### src/rtl/sdcard_ctrlmod_if.sv
// Bundle of signals between the SD command-level controller, its caller and
// the SD byte/command engine. The controller uses the master view. The caller
// and the engine together use the slave view.
interface sdcard_ctrlmod_if;
    logic [1:0]  iCall;   // [1] init request, [0] block-read request
    logic [31:0] iAddr;   // sector number for a read
    logic        oDone;   // one-cycle completion pulse
    logic        oErr;    // status of the last operation
    logic [7:0]  oData;   // read data byte
    logic        oEn;     // one-cycle strobe per data byte
    logic        SD_NCS;  // card chip select, active-low
    logic [1:0]  oFCall;  // engine call: [1] command frame, [0] single byte
    logic        iFDone;  // engine one-cycle done pulse
    logic [47:0] oFAddr;  // command frame {cmd, arg, crc}
    logic [7:0]  oFData;  // byte to transmit on a byte call
    logic [7:0]  iFData;  // R1 response or received byte

    modport master (
        input  iCall, iAddr, iFDone, iFData,
        output oDone, oErr, oData, oEn, SD_NCS, oFCall, oFAddr, oFData
    );

    modport slave (
        output iCall, iAddr, iFDone, iFData,
        input  oDone, oErr, oData, oEn, SD_NCS, oFCall, oFAddr, oFData
    );
endinterface

### src/rtl/sdcard_ctrlmod.sv
// SD (SPI mode) command-level controller. It runs card init (dummy clocks,
// CMD0, CMD1) and single-block reads (CMD17, token wait, data, CRC). It calls
// the byte/command engine through a call/done handshake and streams the read
// bytes out with a one-cycle strobe per byte.
module sdcard_ctrlmod #(
    parameter int DUMMY_BYTES = 10,
    parameter int CMD_RETRY   = 100,
    parameter int TOKEN_MAX   = 1000,
    parameter int BLOCK_LEN   = 512
) (
    input  logic              CLOCK,
    input  logic              RESET,
    sdcard_ctrlmod_if.master  bus
);

    localparam logic [3:0] ST_IDLE  = 4'd0;
    localparam logic [3:0] ST_DUMMY = 4'd1;
    localparam logic [3:0] ST_CMD0  = 4'd2;
    localparam logic [3:0] ST_CMD1  = 4'd3;
    localparam logic [3:0] ST_CMD17 = 4'd4;
    localparam logic [3:0] ST_POLL  = 4'd5;
    localparam logic [3:0] ST_DATA  = 4'd6;
    localparam logic [3:0] ST_CRC   = 4'd7;
    localparam logic [3:0] ST_FIN   = 4'd8;
    localparam logic [3:0] ST_DONE  = 4'd9;

    localparam logic [1:0] CALL_NONE = 2'b00;
    localparam logic [1:0] CALL_BYTE = 2'b01;
    localparam logic [1:0] CALL_CMD  = 2'b10;

    // Terminal counts are compared directly, so the counters never wrap.
    localparam logic [9:0] DUMMY_LAST = 10'(DUMMY_BYTES - 1);
    localparam logic [9:0] BLOCK_LAST = 10'(BLOCK_LEN - 1);
    localparam logic [9:0] TOKEN_LAST = 10'(TOKEN_MAX - 1);
    localparam logic [6:0] RETRY_LAST = 7'(CMD_RETRY - 1);

    logic [3:0]  state_q, state_d;
    logic [1:0]  fcall_q, fcall_d;
    logic [47:0] faddr_q, faddr_d;
    logic        ncs_q, ncs_d;
    logic        done_q, done_d;
    logic        err_out_q, err_out_d;
    logic        err_q, err_d;
    logic [7:0]  data_q, data_d;
    logic        en_q, en_d;
    logic [9:0]  byte_cnt_q, byte_cnt_d;
    logic [9:0]  poll_cnt_q, poll_cnt_d;
    logic [6:0]  retry_cnt_q, retry_cnt_d;
    logic [31:0] addr_q, addr_d;
    logic        busy_s;
    logic        fdone_s;

    // An engine done pulse only counts while a call is outstanding.
    assign busy_s  = (fcall_q != CALL_NONE);
    assign fdone_s = bus.iFDone && busy_s;

    // Next-state logic: issue engine calls, consume the responses, step counters.
    always_comb begin
        state_d     = state_q;
        fcall_d     = fcall_q;
        faddr_d     = faddr_q;
        done_d      = 1'b0;
        err_out_d   = err_out_q;
        err_d       = err_q;
        data_d      = data_q;
        en_d        = 1'b0;
        byte_cnt_d  = byte_cnt_q;
        poll_cnt_d  = poll_cnt_q;
        retry_cnt_d = retry_cnt_q;
        addr_d      = addr_q;

        case (state_q)
            ST_IDLE: begin
                if (bus.iCall[1]) begin
                    state_d     = ST_DUMMY;
                    byte_cnt_d  = 10'd0;
                    retry_cnt_d = 7'd0;
                    err_out_d   = 1'b0;
                    err_d       = 1'b0;
                end else if (bus.iCall[0]) begin
                    state_d   = ST_CMD17;
                    addr_d    = bus.iAddr << 4'd9;
                    err_out_d = 1'b0;
                    err_d     = 1'b0;
                end else begin
                    state_d = ST_IDLE;
                end
            end

            ST_DUMMY: begin
                if (!busy_s) begin
                    fcall_d = CALL_BYTE;
                end else if (fdone_s) begin
                    fcall_d = CALL_NONE;
                    if (byte_cnt_q == DUMMY_LAST) begin
                        state_d     = ST_CMD0;
                        byte_cnt_d  = 10'd0;
                        retry_cnt_d = 7'd0;
                    end else begin
                        byte_cnt_d = byte_cnt_q + 10'd1;
                    end
                end else begin
                    fcall_d = fcall_q;
                end
            end

            ST_CMD0: begin
                if (!busy_s) begin
                    fcall_d = CALL_CMD;
                    faddr_d = {8'h40, 32'h0000_0000, 8'h95};
                end else if (fdone_s) begin
                    fcall_d = CALL_NONE;
                    if (bus.iFData == 8'h01) begin
                        state_d     = ST_CMD1;
                        retry_cnt_d = 7'd0;
                    end else if (retry_cnt_q == RETRY_LAST) begin
                        state_d = ST_FIN;
                        err_d   = 1'b1;
                    end else begin
                        retry_cnt_d = retry_cnt_q + 7'd1;
                    end
                end else begin
                    fcall_d = fcall_q;
                end
            end

            ST_CMD1: begin
                if (!busy_s) begin
                    fcall_d = CALL_CMD;
                    faddr_d = {8'h41, 32'h0000_0000, 8'hFF};
                end else if (fdone_s) begin
                    fcall_d = CALL_NONE;
                    if (bus.iFData == 8'h00) begin
                        state_d = ST_FIN;
                    end else if (retry_cnt_q == RETRY_LAST) begin
                        state_d = ST_FIN;
                        err_d   = 1'b1;
                    end else begin
                        retry_cnt_d = retry_cnt_q + 7'd1;
                    end
                end else begin
                    fcall_d = fcall_q;
                end
            end

            ST_CMD17: begin
                if (!busy_s) begin
                    fcall_d = CALL_CMD;
                    faddr_d = {8'h51, addr_q, 8'hFF};
                end else if (fdone_s) begin
                    fcall_d = CALL_NONE;
                    if (bus.iFData == 8'h00) begin
                        state_d    = ST_POLL;
                        poll_cnt_d = 10'd0;
                    end else begin
                        state_d = ST_FIN;
                        err_d   = 1'b1;
                    end
                end else begin
                    fcall_d = fcall_q;
                end
            end

            ST_POLL: begin
                if (!busy_s) begin
                    fcall_d = CALL_BYTE;
                end else if (fdone_s) begin
                    fcall_d = CALL_NONE;
                    if (bus.iFData == 8'hFE) begin
                        state_d    = ST_DATA;
                        byte_cnt_d = 10'd0;
                    end else if (poll_cnt_q == TOKEN_LAST) begin
                        state_d = ST_FIN;
                        err_d   = 1'b1;
                    end else begin
                        poll_cnt_d = poll_cnt_q + 10'd1;
                    end
                end else begin
                    fcall_d = fcall_q;
                end
            end

            ST_DATA: begin
                if (!busy_s) begin
                    fcall_d = CALL_BYTE;
                end else if (fdone_s) begin
                    fcall_d = CALL_NONE;
                    data_d  = bus.iFData;
                    en_d    = 1'b1;
                    if (byte_cnt_q == BLOCK_LAST) begin
                        state_d    = ST_CRC;
                        byte_cnt_d = 10'd0;
                    end else begin
                        byte_cnt_d = byte_cnt_q + 10'd1;
                    end
                end else begin
                    fcall_d = fcall_q;
                end
            end

            ST_CRC: begin
                if (!busy_s) begin
                    fcall_d = CALL_BYTE;
                end else if (fdone_s) begin
                    fcall_d = CALL_NONE;
                    if (byte_cnt_q == 10'd1) begin
                        state_d    = ST_FIN;
                        byte_cnt_d = 10'd0;
                    end else begin
                        byte_cnt_d = byte_cnt_q + 10'd1;
                    end
                end else begin
                    fcall_d = fcall_q;
                end
            end

            ST_FIN: begin
                if (!busy_s) begin
                    fcall_d = CALL_BYTE;
                end else if (fdone_s) begin
                    fcall_d   = CALL_NONE;
                    state_d   = ST_DONE;
                    done_d    = 1'b1;
                    err_out_d = err_q;
                end else begin
                    fcall_d = fcall_q;
                end
            end

            // oDone is high for this one cycle. Holding off the return to
            // IDLE lets the caller drop iCall first.
            ST_DONE: begin
                state_d = ST_IDLE;
            end

            default: begin
                state_d = ST_IDLE;
                fcall_d = CALL_NONE;
            end
        endcase
    end

    // The card is selected only in the states that talk to it.
    always_comb begin
        case (state_d)
            ST_CMD0, ST_CMD1, ST_CMD17, ST_POLL, ST_DATA, ST_CRC: ncs_d = 1'b0;
            default:                                              ncs_d = 1'b1;
        endcase
    end

    // State and output registers. Reset returns everything to idle with the card deselected.
    always_ff @(posedge CLOCK or posedge RESET) begin
        if (RESET) begin
            state_q     <= ST_IDLE;
            fcall_q     <= 2'b00;
            faddr_q     <= 48'h0;
            ncs_q       <= 1'b1;
            done_q      <= 1'b0;
            err_out_q   <= 1'b0;
            err_q       <= 1'b0;
            data_q      <= 8'h00;
            en_q        <= 1'b0;
            byte_cnt_q  <= 10'd0;
            poll_cnt_q  <= 10'd0;
            retry_cnt_q <= 7'd0;
            addr_q      <= 32'h0;
        end else begin
            state_q     <= state_d;
            fcall_q     <= fcall_d;
            faddr_q     <= faddr_d;
            ncs_q       <= ncs_d;
            done_q      <= done_d;
            err_out_q   <= err_out_d;
            err_q       <= err_d;
            data_q      <= data_d;
            en_q        <= en_d;
            byte_cnt_q  <= byte_cnt_d;
            poll_cnt_q  <= poll_cnt_d;
            retry_cnt_q <= retry_cnt_d;
            addr_q      <= addr_d;
        end
    end

    assign bus.oFCall = fcall_q;
    assign bus.oFAddr = faddr_q;
    assign bus.oFData = 8'hFF;
    assign bus.SD_NCS = ncs_q;
    assign bus.oDone  = done_q;
    assign bus.oErr   = err_out_q;
    assign bus.oData  = data_q;
    assign bus.oEn    = en_q;

endmodule

### src/flat_wrapper.sv
// flat-port wrapper written by rule: the top's interface ports become plain ports
module sdcard_ctrlmod_flat 
#(
    parameter int DUMMY_BYTES = 10,
    parameter int CMD_RETRY   = 100,
    parameter int TOKEN_MAX   = 1000,
    parameter int BLOCK_LEN   = 512
)
  (CLOCK, RESET, bus_iCall, bus_iAddr, bus_iFDone, bus_iFData, bus_oDone, bus_oErr, bus_oData, bus_oEn, bus_SD_NCS, bus_oFCall, bus_oFAddr, bus_oFData);
  sdcard_ctrlmod_if bus_i ();
  input  logic CLOCK;
  input  logic RESET;
  input wire logic [$bits(bus_i.iCall)-1:0] bus_iCall;
  input wire logic [$bits(bus_i.iAddr)-1:0] bus_iAddr;
  input wire logic [$bits(bus_i.iFDone)-1:0] bus_iFDone;
  input wire logic [$bits(bus_i.iFData)-1:0] bus_iFData;
  output wire logic [$bits(bus_i.oDone)-1:0] bus_oDone;
  output wire logic [$bits(bus_i.oErr)-1:0] bus_oErr;
  output wire logic [$bits(bus_i.oData)-1:0] bus_oData;
  output wire logic [$bits(bus_i.oEn)-1:0] bus_oEn;
  output wire logic [$bits(bus_i.SD_NCS)-1:0] bus_SD_NCS;
  output wire logic [$bits(bus_i.oFCall)-1:0] bus_oFCall;
  output wire logic [$bits(bus_i.oFAddr)-1:0] bus_oFAddr;
  output wire logic [$bits(bus_i.oFData)-1:0] bus_oFData;
  assign bus_i.iCall = bus_iCall;
  assign bus_i.iAddr = bus_iAddr;
  assign bus_i.iFDone = bus_iFDone;
  assign bus_i.iFData = bus_iFData;
  assign bus_oDone = bus_i.oDone;
  assign bus_oErr = bus_i.oErr;
  assign bus_oData = bus_i.oData;
  assign bus_oEn = bus_i.oEn;
  assign bus_SD_NCS = bus_i.SD_NCS;
  assign bus_oFCall = bus_i.oFCall;
  assign bus_oFAddr = bus_i.oFAddr;
  assign bus_oFData = bus_i.oFData;
  sdcard_ctrlmod #(.DUMMY_BYTES(DUMMY_BYTES), .CMD_RETRY(CMD_RETRY), .TOKEN_MAX(TOKEN_MAX), .BLOCK_LEN(BLOCK_LEN)) u_core (.CLOCK(CLOCK), .RESET(RESET), .bus(bus_i));
endmodule
### config.mk
export PLATFORM = sky130hd
export DESIGN_NAME = sdcard_ctrlmod_flat
export DESIGN_NICKNAME = d
export VERILOG_FILES = /design/src/rtl/sdcard_ctrlmod_if.sv /design/src/rtl/sdcard_ctrlmod.sv /design/src/flat_wrapper.sv
export SDC_FILE = /design/constraint.sdc
export NUM_CORES = 1
export LEC_CHECK = 0
export CAP_MARGIN = 25
export CORE_MARGIN = 2
export CORE_UTILIZATION = 40
export CTS_CLUSTER_DIAMETER = 120
export DETAILED_ROUTE_END_ITERATION = 10
export HOLD_SLACK_MARGIN = 0.06
export PLACE_DENSITY = 0.66
export SLEW_MARGIN = 15
export SYNTH_ARGS = -nofsm -noshare
export SYNTH_HDL_FRONTEND = slang
export SYNTH_SLANG_ARGS = --single-unit
### constraint.sdc
create_clock -name CLOCK -period 7.4 [get_ports CLOCK]
set_input_delay 1.11 -clock CLOCK [delete_from_list [all_inputs] [get_ports CLOCK]]
set_output_delay 1.11 -clock CLOCK [all_outputs]
set_load 0.01 [all_outputs]
=== Word-level counts from Yosys, hierarchy flattened ===
Index checks and enable logic that the tools add are counted.
W data, S select, Z words.

* Output and inout bits: 70
* Register bits: 117
* Logic and storage cells: 186

* Reduce and logical (&&, ||, !) cells: 22
* Add/sub/neg operators: 3
* Bitwise logic cells: 1
* Muxes and demuxes: 95
* Equal/unequal tests: 52

{| class="wikitable"
|+ Operators by type and width
! cell !! number
|-
| $mux W10 || 20
|-
| $mux W48 || 3
|-
| $pmux W48 S3 || 1
|-
| $mux W4 || 26
|-
| $mux W7 || 11
|-
| $pmux W10 S5 || 1
|-
| $ne A2 B1 Y1 const B || 20
|-
| $pmux W4 S9 || 1
|-
| $eq A4 B3 Y1 const B || 8
|-
| $pmux W7 S4 || 1
|-
| $mux W1 || 23
|-
| $add A10 B1 Y10 const B || 2
|-
| $pmux W10 S2 || 1
|-
| $ne A2 B2 Y1 const B || 9
|-
| $eq A4 B2 Y1 const B || 4
|-
| $reduce_and A15 Y1 || 1
|-
| $reduce_and A11 Y1 || 1
|-
| $eq A10 B1 Y1 const B || 1
|-
| $eq A10 B10 Y1 const B || 1
|-
| $eq A10 B4 Y1 const B || 1
|-
| $eq A10 B9 Y1 const B || 1
|-
| $reduce_and A10 Y1 || 1
|-
| $reduce_bool A5 Y1 || 2
|-
| $eq A4 B4 Y1 const B || 2
|-
| other kinds (25) || 31
|}

=== Depth between registers and ports, before layout ===
* Depth after elaboration: 9
* Mapped depth: 8

=== Least setup slack after synthesis ===
Ideal clock, no wire load.

* Kind: input to register
* Start point: input bus_iFData[4]
* End point: register u_core.poll_cnt_q[7]
* Data required time: 7.322 ns
* Path slack: 4.532 ns
* Stages on the path: 5
* Arrival time: 2.791 ns
* Cell sequence: or4_4 -> nor4_4 -> o221ai_2 -> or4_1 -> a21oi_1

* Cells in the longest elaborated chain, start to end: 3
* Elaborated cells on any way between the ends: 5
* Classes of those cells: eq/ne (3); reduce/logical (2)

{| class="wikitable"
|+ RTL lines
! element !! RTL line !! RTL
|-
| start: declaration || flat_wrapper.sv:16 || <nowiki>input wire logic [$bits(bus_i.iFData)-1:0] bus_iFData;</nowiki>
|-
| $eq A8 B8 Y1 or $logic_not A8 Y1 (tied branches) || sdcard_ctrlmod.sv:169, sdcard_ctrlmod.sv:152 ||
|-
| $ne A2 B2 Y1 (no source line) or $ne A2 B1 Y1 (tied branches) || - ||
|-
| $reduce_and A8 Y1 (no source line) * || - ||
|-
| end signal: assignment || sdcard_ctrlmod.sv:278 || <nowiki>poll_cnt_q <= poll_cnt_d;</nowiki>
|-
| end: declaration || sdcard_ctrlmod.sv:47 || <nowiki>logic [9:0] poll_cnt_q, poll_cnt_d;</nowiki>
|}

Mark *: on every way between the ends. The rest lies on a longest branch, timed or not.
A chain may end at the register's enable or synchronous reset.

=== Worst setup path after layout ===
Same ends and word-level chain as after synthesis.

==> impl_metrics.tcl <==
set metrics [dict create \
    synth_top_area_share_pct 47.26 \
    rows 40 \
    setup_violations 0 \
    cts_tree "done" \
    mostFrequentLayoutCell "dfrtp_1" \
    syn_to_final_growth_pct 23.73 \
    outcome "finished, final reports clean" \
    cts-buffers-inserted 9 \
    root_buffer "clkbuf_16" \
    min_period_ns 3.437 \
    place_hpwl_um 8387 \
    synth_cell_type_count 66 \
    hold_viol_final 0 \
    drv_cap 0 \
    tightest_slew_ns 0.8780 \
    die-area_um2 13350 \
    track_usage_pct 18.39 \
    synth-seq-area-share_pct 47.79 \
    synth_ff_type "dfrtp_1" \
    syn_inst 487 \
    layout.nets 602 \
    start_kind "input port" \
    drcViolationCount 0 \
    finalMaxSlewViolations 0 \
    yosysTopAreaCell "dfrtp_1" \
    hold_depth 1 \
    cts_setup_buffers 0 \
    rr_startpoint "u_core.state_q[0]" \
    worstPathArrival_ns 3.70 \
    core_area_um2 12060 \
    cp.required_ns 7.67 \
    cts_resized 0 \
    r2r_cells 5 \
    postRouteAntennaNets 0 \
    met2_usage_pct 30.18 \
    die_h_um 115.6 \
    vias 4112 \
    grt_use_met1_pct 24.34 \
    reg2reg_slack_ns 4.19 \
    grt-ovfl-total 0 \
    power_leakage_nw 2.538 \
    avgViaCountPerCell 5.672 \
    stdcell_count 725 \
    fillCellCount 1107 \
    die-width_um 115.6 \
    layout-drive-gt1-share_pct 11.85 \
    mappedNetlistArea_um2 4977 \
    vdd_drop_max_mv 0.1575 \
    drt-initial-drc-count 311 \
    reg2reg_to "u_core.poll_cnt_q[7]" \
    antenna_found_initial 0 \
    min-delay-start "u_core.bus.oFAddr[44]" \
    gp_congestion 0.8825 \
    skew_ns 0.008182 \
    wirelength_um 12020 \
    htreeDepth 3 \
    synthTopCellsByArea "dfrtp_1 (47%), mux2_2 (6.8%), buf_4 (4.5%), a22o_1 (4.4%), nand3_1 (2.5%)" \
    insertion_delay_ns 0.35 \
    min_path_type "reg2reg" \
    crit_path_end_kind "flip-flop" \
    syn_area_per_cell_um2 10.22 \
    postCtsHoldBufs 0 \
    grt_pass1_vias 3894 \
    start_util_pct 41.27 \
    synth_edf_count 0 \
    ys_seq_elements 95 \
    path_class "in2reg" \
    antenna_cells 0 \
    grt_busiest_layer "met2" \
    cts.sinks 95 \
    dp.cells 708 \
    final_cell_mix "dfrtp_1 (94), clkdlybuf4s50_1 (83), nand2_1 (32)" \
    use_met3_pct 2.510 \
    boundaryPins 115 \
    timing.fmax_mhz 291.0 \
    rsz0062_at_grt "false" \
    clk_pin_slew_ns 0.06 \
    cts_buffer_depth 2 \
    cp_max_fo 16 \
    io_buffer_count 83 \
    yosys_warnings 0 \
    synth-async-reset-ratio_pct 100.0 \
    dp_slack_ns 3.654 \
    wire_per_inst_um 16.57 \
    grt_pass1_wl_um 19400 \
    grt_max_degree 52 \
    fin_crit_sh_pct 46.44 \
    relSlewSlack_pct 41.24 \
    cellPowerDensity_nw_per_um2 347.7 \
    final.setup.tns_ns 0 \
    setup_ws_ns 3.963 \
    drt_pass1_iterations 5 \
    min_to "u_core.bus.oFAddr[44]" \
]
==> through the flow <==
stage	cell area, um^2	hold slack [ns]	util, %	power, mW
2_1_floorplan	5052	0.4606	-	1.326
3_3_place_gp	5807	0.4618	48.14	1.604
3_5_place_dp	5822	0.4658	48.27	1.634
4_1_cts	6138	0.4889	50.89	2.148
5_1_grt	6158	0.5013	51.06	2.264
6_report	6158	0.4841	51.06	2.141
==> per-layer routing <==
metal | part of all wire (%) | wire [um]
met5 | 0 | 0
met4 | 2.5 | 295
met3 | 4.1 | 498
met2 | 50 | 5955
met1 | 44 | 5266
==> critical path, stage by stage <==
cell and delay (ns):
clkdlybuf4s50_1 0.47, or4_4 0.61, nor4_4 0.43, o221ai_2 0.35, or4_1 0.57, a21oi_1 0.16
==> cell type report <==
type	count	area (um^2)	share of cell area, %
clock inverter	6	91.34	1.483
multi-input combinational	341	2300	37.34
inverter	17	65.06	1.056
clock buffer	9	225.2	3.657
sequential	95	2379	38.62
timing repair buffer	89	888.4	14.43
tap	168	210.2	3.413
==> cells in the mapped netlist, drive strengths merged (3+ instances only) <==
cell type  number
and2            3
dfrtp          94
o21a            4
nor2           23
a31oi           3
o311ai          3
or2             6
nand2b          6
buf            36
nand3          25
and3            3
a211o           3
or3             8
mux2           30
ha              4
inv            17
o41ai           5
nor4            8
o31ai          11
a41oi           3
a21oi          20
or4             6
nor3            9
nand4           6
clkbuf         18
a22o           25
o21ai          26
o22ai           3
nor4b           3
nand2          32
and4b           3
o2111ai         3
==> power breakdown <==
part	switching, mW	internal [mW]
logic	0.428	0.403
registers	0.130	0.675
clock network	0.208	0.297
total	0.766	1.38
==> sequential cells by signal, indices dropped and copies added (netlist names), 2 cells and up <==
name,count
u_core.bus.oData,8
u_core.byte_cnt_q,10
u_core.addr_q,23
u_core.bus.oFCall,2
u_core.retry_cnt_q,7
u_core.bus.oFAddr,26
u_core.poll_cnt_q,10
u_core.state_q,4
==> cell families after synthesis <==
group,Yosys count,synth area share [%]
AND/OR/NAND/NOR,154,17.37
AO/OA/AOI/OAI,130,19.01
flip-flops,95,47.79
buffers and inverters,71,7.692
multiplexers,31,6.988
adder cells (fa/ha/maj),4,1.006
other,2,0.1509
==> worst max path at each step <==
stage                     slack (ns)  cells past startpoint              endpoint     startpoint
final                           3.96                      6  u_core.poll_cnt_q[7]  bus_iFData[4]
after global routing            3.85                      6  u_core.poll_cnt_q[7]  bus_iFData[4]
after CTS                       4.01                      6  u_core.poll_cnt_q[7]  bus_iFData[4]
after detailed placement        3.65                      6  u_core.poll_cnt_q[8]  bus_iFData[4]
after global placement          3.73                      6  u_core.poll_cnt_q[9]  bus_iFData[4]
after floorplan                 3.81                      1     u_core.addr_q[10]          RESET
Power figures use the tool's default switching activity.
